### src/rtl/modulo_7seg_multiplex.sv
// Multiplexed hex seven-segment display driver.
// Captures NUM_DIGITS hex nibbles plus decimal-point requests into shadow
// registers. It scans one digit per REFRESH_DIV clock cycles and drives
// active-low segments, decimal point and anodes from registered outputs.
// Optional feature: define SEG_LEADING_ZERO_BLANK_EN to blank leading zero
// digits. Digit 0 is never blanked.
module modulo_7seg_multiplex #(
   parameter int NUM_DIGITS  = 4,
   parameter int REFRESH_DIV = 50000
) (
   input  logic                    clk,
   input  logic                    rst,
   input  logic                    load,
   input  logic [4*NUM_DIGITS-1:0] data,
   input  logic [NUM_DIGITS-1:0]   dp_in,
   input  logic                    enable,
   output logic [6:0]              display,
   output logic                    dp,
   output logic [NUM_DIGITS-1:0]   anode
);

   localparam int CNT_W = $clog2(REFRESH_DIV);
   localparam int IDX_W = (NUM_DIGITS > 1) ? $clog2(NUM_DIGITS) : 1;

   logic [CNT_W-1:0]        refresh_count;
   logic [IDX_W-1:0]        idx;
   logic [4*NUM_DIGITS-1:0] data_shadow;
   logic [NUM_DIGITS-1:0]   dp_shadow;

   logic                    last_count;
   logic [3:0]              cur_nibble;
   logic                    cur_dp;
   logic [NUM_DIGITS-1:0]   cur_sel;
   logic [6:0]              seg_next;

   // Active-low hex font, segment order {a,b,c,d,e,f,g}; anything unknown goes dark
   function automatic logic [6:0] seg_decode(input logic [3:0] nibble);
      case (nibble)
         4'h0:    seg_decode = 7'b0000001;
         4'h1:    seg_decode = 7'b1001111;
         4'h2:    seg_decode = 7'b0010010;
         4'h3:    seg_decode = 7'b0000110;
         4'h4:    seg_decode = 7'b1001100;
         4'h5:    seg_decode = 7'b0100100;
         4'h6:    seg_decode = 7'b0100000;
         4'h7:    seg_decode = 7'b0001111;
         4'h8:    seg_decode = 7'b0000000;
         4'h9:    seg_decode = 7'b0000100;
         4'hA:    seg_decode = 7'b0001000;
         4'hB:    seg_decode = 7'b1100000;
         4'hC:    seg_decode = 7'b0110001;
         4'hD:    seg_decode = 7'b1000010;
         4'hE:    seg_decode = 7'b0110000;
         4'hF:    seg_decode = 7'b0111000;
         default: seg_decode = 7'b1111111;
      endcase
   endfunction

   assign last_count = (refresh_count == CNT_W'(REFRESH_DIV - 1));

   // Free-running refresh counter; it ignores enable and load so the scan rate stays fixed
   always_ff @(posedge clk or posedge rst) begin
      if (rst) begin
         refresh_count <= '0;
      end else if (last_count) begin
         refresh_count <= '0;
      end else begin
         refresh_count <= refresh_count + 1'b1;
      end
   end

   // Digit index steps once per refresh period and wraps after the last digit
   always_ff @(posedge clk or posedge rst) begin
      if (rst) begin
         idx <= '0;
      end else if (last_count) begin
         if (idx == IDX_W'(NUM_DIGITS - 1)) begin
            idx <= '0;
         end else begin
            idx <= idx + 1'b1;
         end
      end
   end

   // Shadow registers hold the displayed value between load strobes
   always_ff @(posedge clk or posedge rst) begin
      if (rst) begin
         data_shadow <= '0;
         dp_shadow   <= '0;
      end else if (load) begin
         data_shadow <= data;
         dp_shadow   <= dp_in;
      end
   end

   // Select the nibble, decimal point and one-hot anode for the current index
   always_comb begin
      cur_nibble = 4'h0;
      cur_dp     = 1'b0;
      cur_sel    = '0;
      for (int i = 0; i < NUM_DIGITS; i++) begin
         if (idx == IDX_W'(i)) begin
            cur_nibble = data_shadow[4*i +: 4];
            cur_dp     = dp_shadow[i];
            cur_sel[i] = 1'b1;
         end
      end
   end

`ifdef SEG_LEADING_ZERO_BLANK_EN
   logic blank;

   // A digit above 0 is blanked when it and every more significant nibble are zero
   always_comb begin
      logic upper_zero;
      upper_zero = 1'b1;
      blank      = 1'b0;
      for (int i = NUM_DIGITS - 1; i >= 1; i--) begin
         upper_zero = upper_zero && (data_shadow[4*i +: 4] == 4'h0);
         if ((idx == IDX_W'(i)) && upper_zero) begin
            blank = 1'b1;
         end
      end
      seg_next = blank ? 7'b1111111 : seg_decode(cur_nibble);
   end
`else
   assign seg_next = seg_decode(cur_nibble);
`endif

   // Registered outputs: they show last cycle's index and shadow contents, or go dark when disabled
   always_ff @(posedge clk or posedge rst) begin
      if (rst) begin
         display <= 7'b1111111;
         dp      <= 1'b1;
         anode   <= '1;
      end else if (enable) begin
         display <= seg_next;
         dp      <= ~cur_dp;
         anode   <= ~cur_sel;
      end else begin
         display <= 7'b1111111;
         dp      <= 1'b1;
         anode   <= '1;
      end
   end

endmodule

### config.mk
export PLATFORM = sky130hd
export DESIGN_NAME = modulo_7seg_multiplex
export DESIGN_NICKNAME = d
export VERILOG_FILES = /design/src/rtl/modulo_7seg_multiplex.sv
export SDC_FILE = /design/constraint.sdc
export NUM_CORES = 1
export LEC_CHECK = 0
export ABC_AREA = 1
export BUFFER_PORTS_ARGS = -buffer_cell sky130_fd_sc_hd__clkbuf_2
export CAP_MARGIN = 20
export CORE_AREA = 2 2 75 77
export CTS_CLUSTER_SIZE = 40
export DETAILED_ROUTE_END_ITERATION = 12
export DIE_AREA = 0 0 77 79
export PLACE_DENSITY = 0.74
export SKIP_CTS_REPAIR_TIMING = 1
export SLEW_MARGIN = 15
export SYNTH_ARGS = -nofsm -noshare
export SYNTH_HDL_FRONTEND = slang
export SYNTH_SLANG_ARGS = --single-unit
### constraint.sdc
create_clock -name clk -period 1.9 [get_ports clk]
set_clock_uncertainty 0.1 [all_clocks]
set_input_delay 0.095 -clock clk [delete_from_list [all_inputs] [get_ports clk]]
set_output_delay 0.095 -clock clk [all_outputs]
set_load 0.05 [all_outputs]
======== Yosys cells after proc, flatten, opt, wreduce, memory -nomap -nowiden ========
Memories as Yosys holds them, arrays and structs flattened.
Cells that the tools add are included.
operators by class
  equality and inequality tests ........... 4
  mux-type cells .......................... 17
  $add $sub $neg .......................... 2
  reductions and logical operators ........ 1
  bitwise logic cells ..................... 2
operators with widths
  operator               count
  $mux 4                 5
  $add 16x1->16 const B  1
  $eq 16x16->1 const B   1
  $mux 16                1
  $mux 1                 9
  $mux 7                 1
  $eq 2x2->1 const B     2
  $not 4->4              1
  $add 2x1->2 const B    1
  $eq 2x1->1 const B     1
  $logic_not 2->1        1
  $mux 2                 1
  $not 1->1              1
storage, ports and cells
  register bits after elaboration ......... 50
  output and inout bits ................... 12
  logic and storage cells ................. 34
  bits of input ports ..................... 24
  memory bits (read-only) ................. 112
  memories kept ........................... 1
memories
  name             depth  width  read ports  clocked after Yosys merged registers in  write ports  line  source
  (no name shown)  16     7      1           0                                        0            38    case (nibble)

======== Logic depth before layout (Yosys ltp) ========
  depth in word-level cells ............... 7
  gate-level depth with buffers ........... 14
  mapped depth without buffers ............ 14

======== Worst setup path before layout ========
OpenSTA, ideal clock, no wires.
  kind .................................... register to register
  start ................................... register idx[0]
  end ..................................... register display[3]
  setup time .............................. 0.089 ns
  stages on the path, launching flop included .. 15
  arrival time ............................ 1.713 ns
  data required time ...................... 1.711 ns
  period minus slack after synthesis ...... 1.903 ns
  setup slack ............................. -0.003 ns
  path buffers ............................ 0
  cells stage by stage .................... dfrtp_1 -> inv_1 -> ha_1 -> inv_1 -> nor2_4 -> nand2_1 -> nand2_1 -> nand3_1 -> nand2_1 -> inv_1 -> ha_1 -> nand3_1 -> nand2_1 -> nand2_1 -> nand3_1
on the way
  word-level cells in the longest chain between the ends .. 7
  elaborated cells on any way between the ends .. 10
  those cells by class .................... eq/ne (3); mux (5); reduce/logical (1); memory (1)
RTL lines
  what                      line  source
  start: declaration        26    logic [IDX_W-1:0] idx;
  start signal: assignment  80    idx <= idx + 1'b1;
  $logic_not 2->1           102   if (idx == IDX_W'(i)) begin
  $mux 4 (3 in series)      102
  $mux 4 *                  102
  $mem_v2 16x7 *            --
  $mux 7 *                  136   end else if (enable) begin
  end signal: assignment    137   display <= seg_next;
  end: declaration          17    output logic [6:0] display,
Mark *: on every way between the ends. The rest lies on a longest branch, timed or not.
A chain may end at the register's enable or synchronous reset.

======== Worst setup path in the final report ========
  start ................................... register idx[0]
  end ..................................... register display[5]
Same word-level chain as after synthesis.

==> summary.txt <==
Critical path
  – Startpoint types: flop
  – Crit-path slowest cell: dfrtp_1
  – Critical Path Fanout Max: 6
  – CP Capture Type: flop
  – Critical-path cell list: buf_6, ha_4, inv_2, nand2_2, o21ai_4, a21boi_2, buf_4, ha_4, nand3_2, nor2_1, nor2_1, nand2_1
  – Critical path class: reg2reg
  – CP required: 2060 ps
  – R2R Setup Slk: -130 ps
  – CP peak stage delay: 430 ps
  – CP Data Arrival Time: 2190 ps

Place
  – Dpl hpwl: 3960 um
  – RePlAce Congestion: 0.915
  – Placed cells: 416
  – Pre-CTS setup slack: -175 ps
  – Input/output buffers: 35

Synthesis
  – Syn Inst Count: 301
  – Biggest area consumer among synthesized cells: dfrtp_1
  – Seq/Total Area, Yosys: 0.479
  – Synth Net Count: 336
  – Top post-synthesis cells by area: dfrtp_1, dfstp_2, nand2_1
  – FFs w/ async S/R, synth: 1.00
  – Share of the synthesized area in the top cell type: 0.360
  – Post-synth top cells: nand2_1, dfrtp_1, inv_1, nor2_1, nand3_1
  – Top_reg_cell synth: dfrtp_1
  – Number of synthesized register bits: 50
  – Top-count cell post-synth: nand2_1
  – EDFF count, synth: 0
  – Synth warnings: 0
  – Yosys cell types: 36
  – Synthesized area: 2640 um2
  – Mean Syn Cell Area: 8.78 um2

Clock tree
  – Depth of the CTS H-tree: 2
  – Root Buffer: clkbuf_8
  – CTS sink count: 50
  – CTS tree: yes
  – Num CTS Buffers: 5
  – Clock Path Buffers: 2
  – Worst skew pair latency: 310 ps
  – Clock transition at path regs: 100 ps

Power and ir drop
  – P_leak: 1.76 nW
  – Cell Pwr Density: 657 nW/um2
  – Total power: 2.36 mW
  – VDD IR max: 0.000486 V

Detailed routing
  – Routed len/inst: 13.7 um
  – Detail Route Antenna Nets: 0
  – Vias: 2,227
  – Vias per inst: 4.88
  – DR iter-0 viols: 123
  – Drt pass-1 iters: 4
  – DRC viols: 0
  – Final wirelength: 6250 um

Floorplan
  – FP Rows: 27
  – Die ar.: 6080 um2
  – Core ar.: 5340 um2
  – Die width: 77 um
  – Starting Density: 0.495
  – I/O pin cnt: 36
  – Die H: 79 um

GRT
  – Vias in the first global route: 2,021
  – First-pass GRT wire length: 9230 um
  – GRT overflow: 0
  – GRT Total Usage: 0.193
  – Pin count of the biggest net entering global routing: 31
  – Initial antenna violation count: 0

STA
  – Slew headroom: 0.662
  – Least-Margin Pin Slew: 508 ps
  – Final Critical Period: 2030 ps
  – Tcrit/Tclk final: 1.07
  – Hold Fails Final Rpt: 0
  – Final WS setup: -130 ps
  – Setup TNS Final: -409 ps
  – Max Clock Freq: 493 MHz
  – RSZ-0062 raised after global routing: true
  – Final setup fails: 5
  – Fin. max-slew vios: 0

Final layout
  – Share of layout cells above drive strength 1: 0.367
  – Antenna Cells: 0
  – Final core occ: 0.673
  – FILL cells: 429
  – Layout Nets: 418
  – Final Non-Filler Cells: 456
  – Area growth, synth to finish: 36.0%

Run status
  – Failing checks: setup timing
  – Status: finished, violations left

Run
  – Max-cap viol count: 0

Hold path
  – HP Class: in2async
==> metrics by stage <==
step | hold WS (ps) | cell area (um2)
global placement | 10.2 | 2990
floorplan | 116 | 2650
finish | 218 | 3590
CTS | -316 | 3110
detailed placement | 14.7 | 2990
global route | 250 | 3590
==> registers in the layout, indices dropped and copies added (netlist names) <==
signal	cells
dp_shadow	4
display	7
dp	1
idx	2
refresh_count	16
anode	4
data_shadow	16
==> kinds of logic (layout without fill, tap and decap cells) <==
group	after synthesis	in the layout	synth area share
AOI/OAI and AO/OA	27	27	0.0663
muxes	14	14	0.0597
xor gates and xnor gates	9	9	0.0298
DFF	50	50	0.479
and+or+nand+nor	143	143	0.239
adders and majority gates	11	11	0.0521
buffers and inverters	47	130	0.0739
==> worst max-delay path: cells and delay by family (launching register included) <==
family	cells	cell delay (ps)
and+or+nand+nor	5	320
DFF	1	430
buffers and inverters	3	390
adders and majority gates	2	450
AOI/OAI and AO/OA	2	270
==> routing by layer <==
| metal | share of wire | track usage | up-vias |
|---|---|---|---|
| met3 | 0.048 | 0.0557 | 18 |
| met4 | 0.030 | 0.0875 | 0 |
| met1 | 0.45 | 0.268 | 1023 |
| li1 | - | - | 1116 |
| met2 | 0.47 | 0.282 | 70 |
| met5 | 0 | 0 | - |
==> cells in the final DEF (no fill, tap or decap), types with 2 or more instances in the layout <==
cell,Yosys,routed
a21boi_2,1,2
a21oi_1,6,4
a21oi_2,1,2
buf_4,2,21
buf_6,1,2
clkbuf_2,0,35
clkbuf_8,0,5
dfrtp_1,38,38
dfstp_2,12,12
dlygate4sd3_1,0,24
ha_2,0,4
ha_4,0,6
inv_1,38,32
inv_2,1,6
inv_6,0,2
mux2_2,14,14
nand2_1,71,67
nand2_2,6,8
nand2_4,0,2
nand3_1,24,19
nand3_2,1,5
nand3b_1,2,2
nand4_1,3,3
nor2_1,27,25
nor2_2,2,4
nor3_1,3,3
o21ai_0,12,11
xor2_1,8,8
==> final cells by class <==
cell class | instances | area, um2 | share of cell area
clock inverters | 3 | 43.8 | 0.0122
multi-input cells | 204 | 1360 | 0.378
flip-flops and latches | 50 | 1270 | 0.352
clock buffers | 5 | 68.8 | 0.0192
repair buffers | 83 | 616 | 0.171
well taps | 72 | 90.1 | 0.0251
inverters | 39 | 151 | 0.0421
==> path summary, 6_finish.rpt <==
| check | startpoint | cells past startpoint | endpoint |
|---|---|---|---|
| worst min register to register | dp_shadow[3] | 1 | dp |
| min in group clk | load | 3 | data_shadow[10] |
| worst max-delay path | idx[0] | 12 | display[5] |
| max in group asynchronous | rst | 4 | anode[0] |
| worst max register to register | idx[0] | 12 | display[5] |
| worst min-delay path | rst | 3 | data_shadow[15] |
==> power by group <==
group	total (mW)	switching, mW	internal, mW
clock network	0.767	0.373	0.395
registers	1.17	0.0317	1.14
logic	0.423	0.253	0.170
(Power assumes the default switching activity.)
